`src/rtl/mem_dump_if.sv`:
```
// Bundles the dump request, memory read port and output word stream of mem_dump_unit.
// The checksum signal exists only when DUMP_CHECKSUM_EN is defined.
interface mem_dump_if #(
    parameter int DATA_W = 32,
    parameter int ADDR_W = 5
);
    logic              start;
    logic [ADDR_W-1:0] base_addr;
    logic [ADDR_W:0]   count;
    logic              mem_re;
    logic [ADDR_W-1:0] mem_addr;
    logic [DATA_W-1:0] mem_rdata;
    logic [DATA_W-1:0] dout;
    logic [ADDR_W-1:0] dout_addr;
    logic              dout_valid;
    logic              dout_ready;
    logic              busy;
    logic              done;
`ifdef DUMP_CHECKSUM_EN
    logic [DATA_W-1:0] checksum;
`endif

    modport slave (
        input  start, base_addr, count, mem_rdata, dout_ready,
        output mem_re, mem_addr, dout, dout_addr, dout_valid, busy, done
`ifdef DUMP_CHECKSUM_EN
        , output checksum
`endif
    );

    modport master (
        output start, base_addr, count, mem_rdata, dout_ready,
        input  mem_re, mem_addr, dout, dout_addr, dout_valid, busy, done
`ifdef DUMP_CHECKSUM_EN
        , input checksum
`endif
    );
endinterface

```
`src/rtl/mem_dump_unit.sv`:
```
// Reads count words starting at base_addr from a 1-cycle-latency memory and streams them out.
// Optional running checksum of transferred words when DUMP_CHECKSUM_EN is defined.
module mem_dump_unit #(
    parameter int DATA_W = 32,
    parameter int ADDR_W = 5
) (
    input logic      clk,
    input logic      rst,
    mem_dump_if.slave bus
);
    typedef enum logic [2:0] {IDLE, RD, WT, OUT, FIN} state_t;

    state_t            state, state_nxt;
    logic [ADDR_W-1:0] addr_p0;
    logic [ADDR_W:0]   rem_p0;
    logic [DATA_W-1:0] dout_p1;
    logic [ADDR_W-1:0] dout_addr_p1;
    logic              xfer;
    logic              accept;

    function automatic logic [DATA_W-1:0] wrap_add(input logic [DATA_W-1:0] a,
                                                   input logic [DATA_W-1:0] b);
        return a + b;
    endfunction

    assign accept = (state == IDLE) && bus.start;
    assign xfer   = (state == OUT) && bus.dout_ready;

    always_ff @(posedge clk or posedge rst) begin
        if (rst) state <= IDLE;
        else     state <= state_nxt;
    end

    always_comb begin
        state_nxt = state;
        case (state)
            IDLE: if (bus.start) state_nxt = (bus.count == '0) ? FIN : RD;
            RD:   state_nxt = WT;
            WT:   state_nxt = OUT;
            OUT:  if (bus.dout_ready)
                      state_nxt = (rem_p0 == (ADDR_W+1)'(1)) ? FIN : RD;
            FIN:  state_nxt = IDLE;
            default: state_nxt = IDLE;
        endcase
    end

    // Address/remaining-word bookkeeping; address wraps naturally at 2^ADDR_W
    always_ff @(posedge clk or posedge rst) begin
        if (rst) begin
            addr_p0 <= '0;
            rem_p0  <= '0;
        end else if (accept && bus.count != '0) begin
            addr_p0 <= bus.base_addr;
            rem_p0  <= bus.count;
        end else if (xfer) begin
            addr_p0 <= addr_p0 + ADDR_W'(1);
            rem_p0  <= rem_p0 - (ADDR_W+1)'(1);
        end
    end

    // Memory data captured at end of WT; held until the next WT
    always_ff @(posedge clk or posedge rst) begin
        if (rst) begin
            dout_p1      <= '0;
            dout_addr_p1 <= '0;
        end else if (state == WT) begin
            dout_p1      <= bus.mem_rdata;
            dout_addr_p1 <= addr_p0;
        end
    end

    assign bus.mem_re     = (state == RD);
    assign bus.mem_addr   = addr_p0;
    assign bus.dout       = dout_p1;
    assign bus.dout_addr  = dout_addr_p1;
    assign bus.dout_valid = (state == OUT);
    assign bus.busy       = (state != IDLE);
    assign bus.done       = (state == FIN);

`ifdef DUMP_CHECKSUM_EN
    logic [DATA_W-1:0] checksum_p1;

    always_ff @(posedge clk or posedge rst) begin
        if (rst)         checksum_p1 <= '0;
        else if (accept) checksum_p1 <= '0;
        else if (xfer)   checksum_p1 <= wrap_add(checksum_p1, dout_p1);
    end

    assign bus.checksum = checksum_p1;
`endif
endmodule

```
`src/flat_wrapper.sv`:
```
// flat-port wrapper written by rule: the top's interface ports become plain ports
module mem_dump_unit_flat 
#(
    parameter int DATA_W = 32,
    parameter int ADDR_W = 5
)
  (clk, rst, bus_start, bus_base_addr, bus_count, bus_mem_rdata, bus_dout_ready, bus_mem_re, bus_mem_addr, bus_dout, bus_dout_addr, bus_dout_valid, bus_busy, bus_done);
  mem_dump_if #(.DATA_W(DATA_W), .ADDR_W(ADDR_W)) bus_i ();
  input logic clk;
  input logic rst;
  input wire logic [$bits(bus_i.start)-1:0] bus_start;
  input wire logic [$bits(bus_i.base_addr)-1:0] bus_base_addr;
  input wire logic [$bits(bus_i.count)-1:0] bus_count;
  input wire logic [$bits(bus_i.mem_rdata)-1:0] bus_mem_rdata;
  input wire logic [$bits(bus_i.dout_ready)-1:0] bus_dout_ready;
  output wire logic [$bits(bus_i.mem_re)-1:0] bus_mem_re;
  output wire logic [$bits(bus_i.mem_addr)-1:0] bus_mem_addr;
  output wire logic [$bits(bus_i.dout)-1:0] bus_dout;
  output wire logic [$bits(bus_i.dout_addr)-1:0] bus_dout_addr;
  output wire logic [$bits(bus_i.dout_valid)-1:0] bus_dout_valid;
  output wire logic [$bits(bus_i.busy)-1:0] bus_busy;
  output wire logic [$bits(bus_i.done)-1:0] bus_done;
  assign bus_i.start = bus_start;
  assign bus_i.base_addr = bus_base_addr;
  assign bus_i.count = bus_count;
  assign bus_i.mem_rdata = bus_mem_rdata;
  assign bus_i.dout_ready = bus_dout_ready;
  assign bus_mem_re = bus_i.mem_re;
  assign bus_mem_addr = bus_i.mem_addr;
  assign bus_dout = bus_i.dout;
  assign bus_dout_addr = bus_i.dout_addr;
  assign bus_dout_valid = bus_i.dout_valid;
  assign bus_busy = bus_i.busy;
  assign bus_done = bus_i.done;
  mem_dump_unit #(.DATA_W(DATA_W), .ADDR_W(ADDR_W)) u_core (.clk(clk), .rst(rst), .bus(bus_i));
endmodule
```
`config.mk`:
```
export PLATFORM = sky130hd
export DESIGN_NAME = mem_dump_unit_flat
export DESIGN_NICKNAME = d
export VERILOG_FILES = /design/src/rtl/mem_dump_if.sv /design/src/rtl/mem_dump_unit.sv /design/src/flat_wrapper.sv
export SDC_FILE = /design/constraint.sdc
export NUM_CORES = 1
export LEC_CHECK = 0
export BUFFER_PORTS_ARGS = -buffer_cell sky130_fd_sc_hd__buf_2
export CAP_MARGIN = 20
export CORE_MARGIN = 8
export CORE_UTILIZATION = 45
export CTS_CLUSTER_SIZE = 10
export DETAILED_ROUTE_END_ITERATION = 12
export GPL_TIMING_DRIVEN = 0
export PLACE_DENSITY = 0.79
export SLEW_MARGIN = 20
export SYNTH_ARGS = -nofsm -noshare
export SYNTH_HDL_FRONTEND = slang
export SYNTH_SLANG_ARGS = --single-unit
```
`constraint.sdc`:
```
create_clock -name clk -period 2.1 [get_ports clk]
set_input_delay 0.105 -clock clk [delete_from_list [all_inputs] [get_ports clk]]
set_output_delay 0.105 -clock clk [all_outputs]
set_load 0.005 [all_outputs]
```
==> metrics <==
drt wl/cell=15.7 um; critical path depth=5; CP arrival=2.11 ns; Die Ht=86.6 um; most frequent cell after synthesis=dfrtp_1; min-delay worst type=input pin to flip-flop; area grow syn2layout=30.1%; initial DRC count=46; Worst R2R Setup Slack=0.17 ns; clk buf depth=2; Total Power=4.28 mW; antenna fix cells=0; leak pwr=1.41 nW; GRT Total Usage=13.8%; Crit-path slowest cell=nor4b_4; synth top area cells=dfrtp_1, mux2_2, a221o_1, ha_1, nor3b_1; DR vias=1687; fmax=517 MHz; PD cells=1470 nW/um2; share of post-route cells with drive strength above 1=57.7%; initial antenna violation count=0; top post-synthesis cells by count=dfrtp_1, mux2_2, a221o_1, nand2_1; top_reg_cell synth=dfrtp_1; Mapped Nets=214; fraction of registers with async set/reset=100%; Worst setup startpoint=u_core.state[0]$_DFFE_PP0P_; num rows=25; final setup vio count=0; drt first pass iters=4; WL final=5.22 mm; hold slack final=0.0353 ns; Slew Viols, Final=0; clk sinks=51; storage element area=1280 um2; Initial Util=47.2%; TritonCTS clock tree=yes; RD Place Congestion=0.734; slew margin rel.=63.1%; Post-synth EDFFs=0; die width=86.6 um; Setup Skew=0.00547 ns; r2r endpoint=u_core.rem_p0[4]$_DFFE_PP0P_; H-Tree Depth=2; delay-heaviest family, CP=compound AO/OA/AOI/OAI gates; Slew @ Worst Pin=0.553 ns; CP Capture Point=u_core.rem_p0[4]$_DFFE_PP0P_; first-pass GRT wire length=8.25 mm; Synth Instances=164; post-route ant nets=0; I/O pin count=93; NumNets Final=315; CTS Buf Count=5; post-synthesis sequential area ratio=56.8%; cell-by-cell trace of the critical path=buf_6 > nor4b_4 > a21boi_4 > nor2_4 > a221o_1; Final Critical Period=1.93 ns; Worst setup SP type=flip-flop; Yosys Warn Count=0; max_cap viols=0; fillcell total=406; Avg Inst Size Synth=13.7 um2; Req. time, crit path=2.27 ns; largest net degree at the start of global routing=27; Reg2Reg Depth=5; unrepaired setup endpoints after global routing=no; Fin Setup TNS=0 ns; R2R Path Start=u_core.state[0]$_DFFE_PP0P_; clk slew on worst S/H paths=0.09 ns; Synth top area share=56.8%; Setup CP Type=flip-flop to flip-flop; Critical path buffers and inverters=1; Synth cell types=36; hpwl dp=4.07 mm; VDD IR max=545 uV; I/O Buffers=92; Crit path largest cell delay=0.51 ns; Final Non-Filler Cells=332; outcome=completed; Fin. Hold Viols=0; GRT overflow=0; clk_lat worst skew=0.29 ns; vias in the first global route=1661; worst-path fanout max=10; Netlist Area Pre-Place=2250 um2; via-per-instance ratio=5.08; DRC violations left=0; Multi-input gate area=898 um2; final period utilization=92.1%; Yosys reg bits=51; dpl cells=324; die area=7510 um2; Post-CTS Setup Bufs=0; biggest area consumer among synthesized cells=dfrtp_1; Core ar.=4750 um2; crit path capture type=flip-flop; root buf cell=clkbuf_8
## layout by cell type (no fill, tap or decap), drive strengths merged
cell type    instances
a21boi               1
a21o                 1
a21oi                2
a221o                7
a22oi                1
a311oi               1
a31o                 1
a31oi                2
and3                 1
and4b                1
buf                100
bufinv               1
clkbuf               7
dfrtp               51
dlygate4sd3          1
ha                   3
inv                  5
mux2                37
nand2                7
nand2b               2
nand3                3
nand4b               1
nor2                 6
nor3                 3
nor3b                4
nor4                 1
nor4b                1
o21ai                1
o21bai               1
o221a                2
o221ai               1
o31ai                1
or2                  1
or3                  3
or4                  1
xnor2                3
## what timing repair did
item,4_1_cts,5_1_grt
hold buffers,1,0
resized for setup,0,0
endpoints found under the hold margin,25,0
## area by class of cell
| cell class | count | area share [%] |
|---|---|---|
| flip-flops and latches | 51 | 43.7 |
| multi-input cells | 100 | 30.7 |
| repair buffers | 94 | 16.8 |
| well taps | 67 | 2.87 |
| clock buffers | 6 | 2.48 |
| plain buffers | 8 | 1.80 |
| clock inverters | 1 | 1.03 |
| inverters | 5 | 0.642 |
## metal layers
layer,track usage (%),up-vias,share of wire [%]
met5,0,-,0
met4,2.82,0,0.38
met3,5.86,4,9.1
met2,21.5,77,45
met1,17.5,800,45
li1,-,806,-
## worst min path at each step
stage | startpoint | to | slack (ns) | depth (start not counted)
finish | bus_mem_rdata[0] | u_core.bus.dout[0]$_DFFE_PP0N_ | 0.04 | 2
global route | bus_mem_rdata[5] | u_core.bus.dout[5]$_DFFE_PP0N_ | 0.02 | 2
CTS | bus_mem_rdata[1] | u_core.bus.dout[1]$_DFFE_PP0N_ | 0.03 | 2
detailed placement | rst | u_core.bus.dout[11]$_DFFE_PP0N_ | 0.18 | 2
global placement | bus_base_addr[1] | u_core.bus.mem_addr[1]$_DFFE_PP0P_ | 0.33 | 3
floorplan | bus_dout_ready | u_core.state[1]$_DFFE_PP0P_ | 0.21 | 1
## kinds of logic after synthesis
family                   after synthesis  share of synthesized area, %
adder cells (fa/ha/maj)                3                          1.67
AND/OR/NAND/NOR                       35                          9.92
buffers and inverters                 13                          3.18
multiplexers                          37                          18.6
AO/OA/AOI/OAI                         22                          8.69
flip-flops                            51                          56.8
XOR/XNOR                               3                          1.17
## metrics by stage
| step | worst slack, ns | cell area [um2] | util, % |
|---|---|---|---|
| after global placement | 0.130 | 2790 | 58.7 |
| after global routing | 0.0620 | 2920 | 61.5 |
| after CTS | 0.159 | 2920 | 61.5 |
| final | 0.166 | 2920 | 61.5 |
| after floorplan | 0.433 | 2250 | - |
| after detailed placement | 0.164 | 2810 | 59.1 |
## power breakdown
| part | switching [mW] | internal, mW | leakage, nW | total (mW) |
|---|---|---|---|---|
| sequential | 0.295 | 1.47 | 0.606 | 1.76 |
| combinational | 0.805 | 1.07 | 0.751 | 1.88 |
| clock | 0.293 | 0.349 | 0.0513 | 0.642 |
## sequential cells by signal (all words and copies together) (netlist names)
register              cells
u_core.state              3
u_core.bus.dout_addr      5
u_core.bus.dout          32
u_core.bus.mem_addr       5
u_core.rem_p0             6
(Power assumes the default switching activity.)
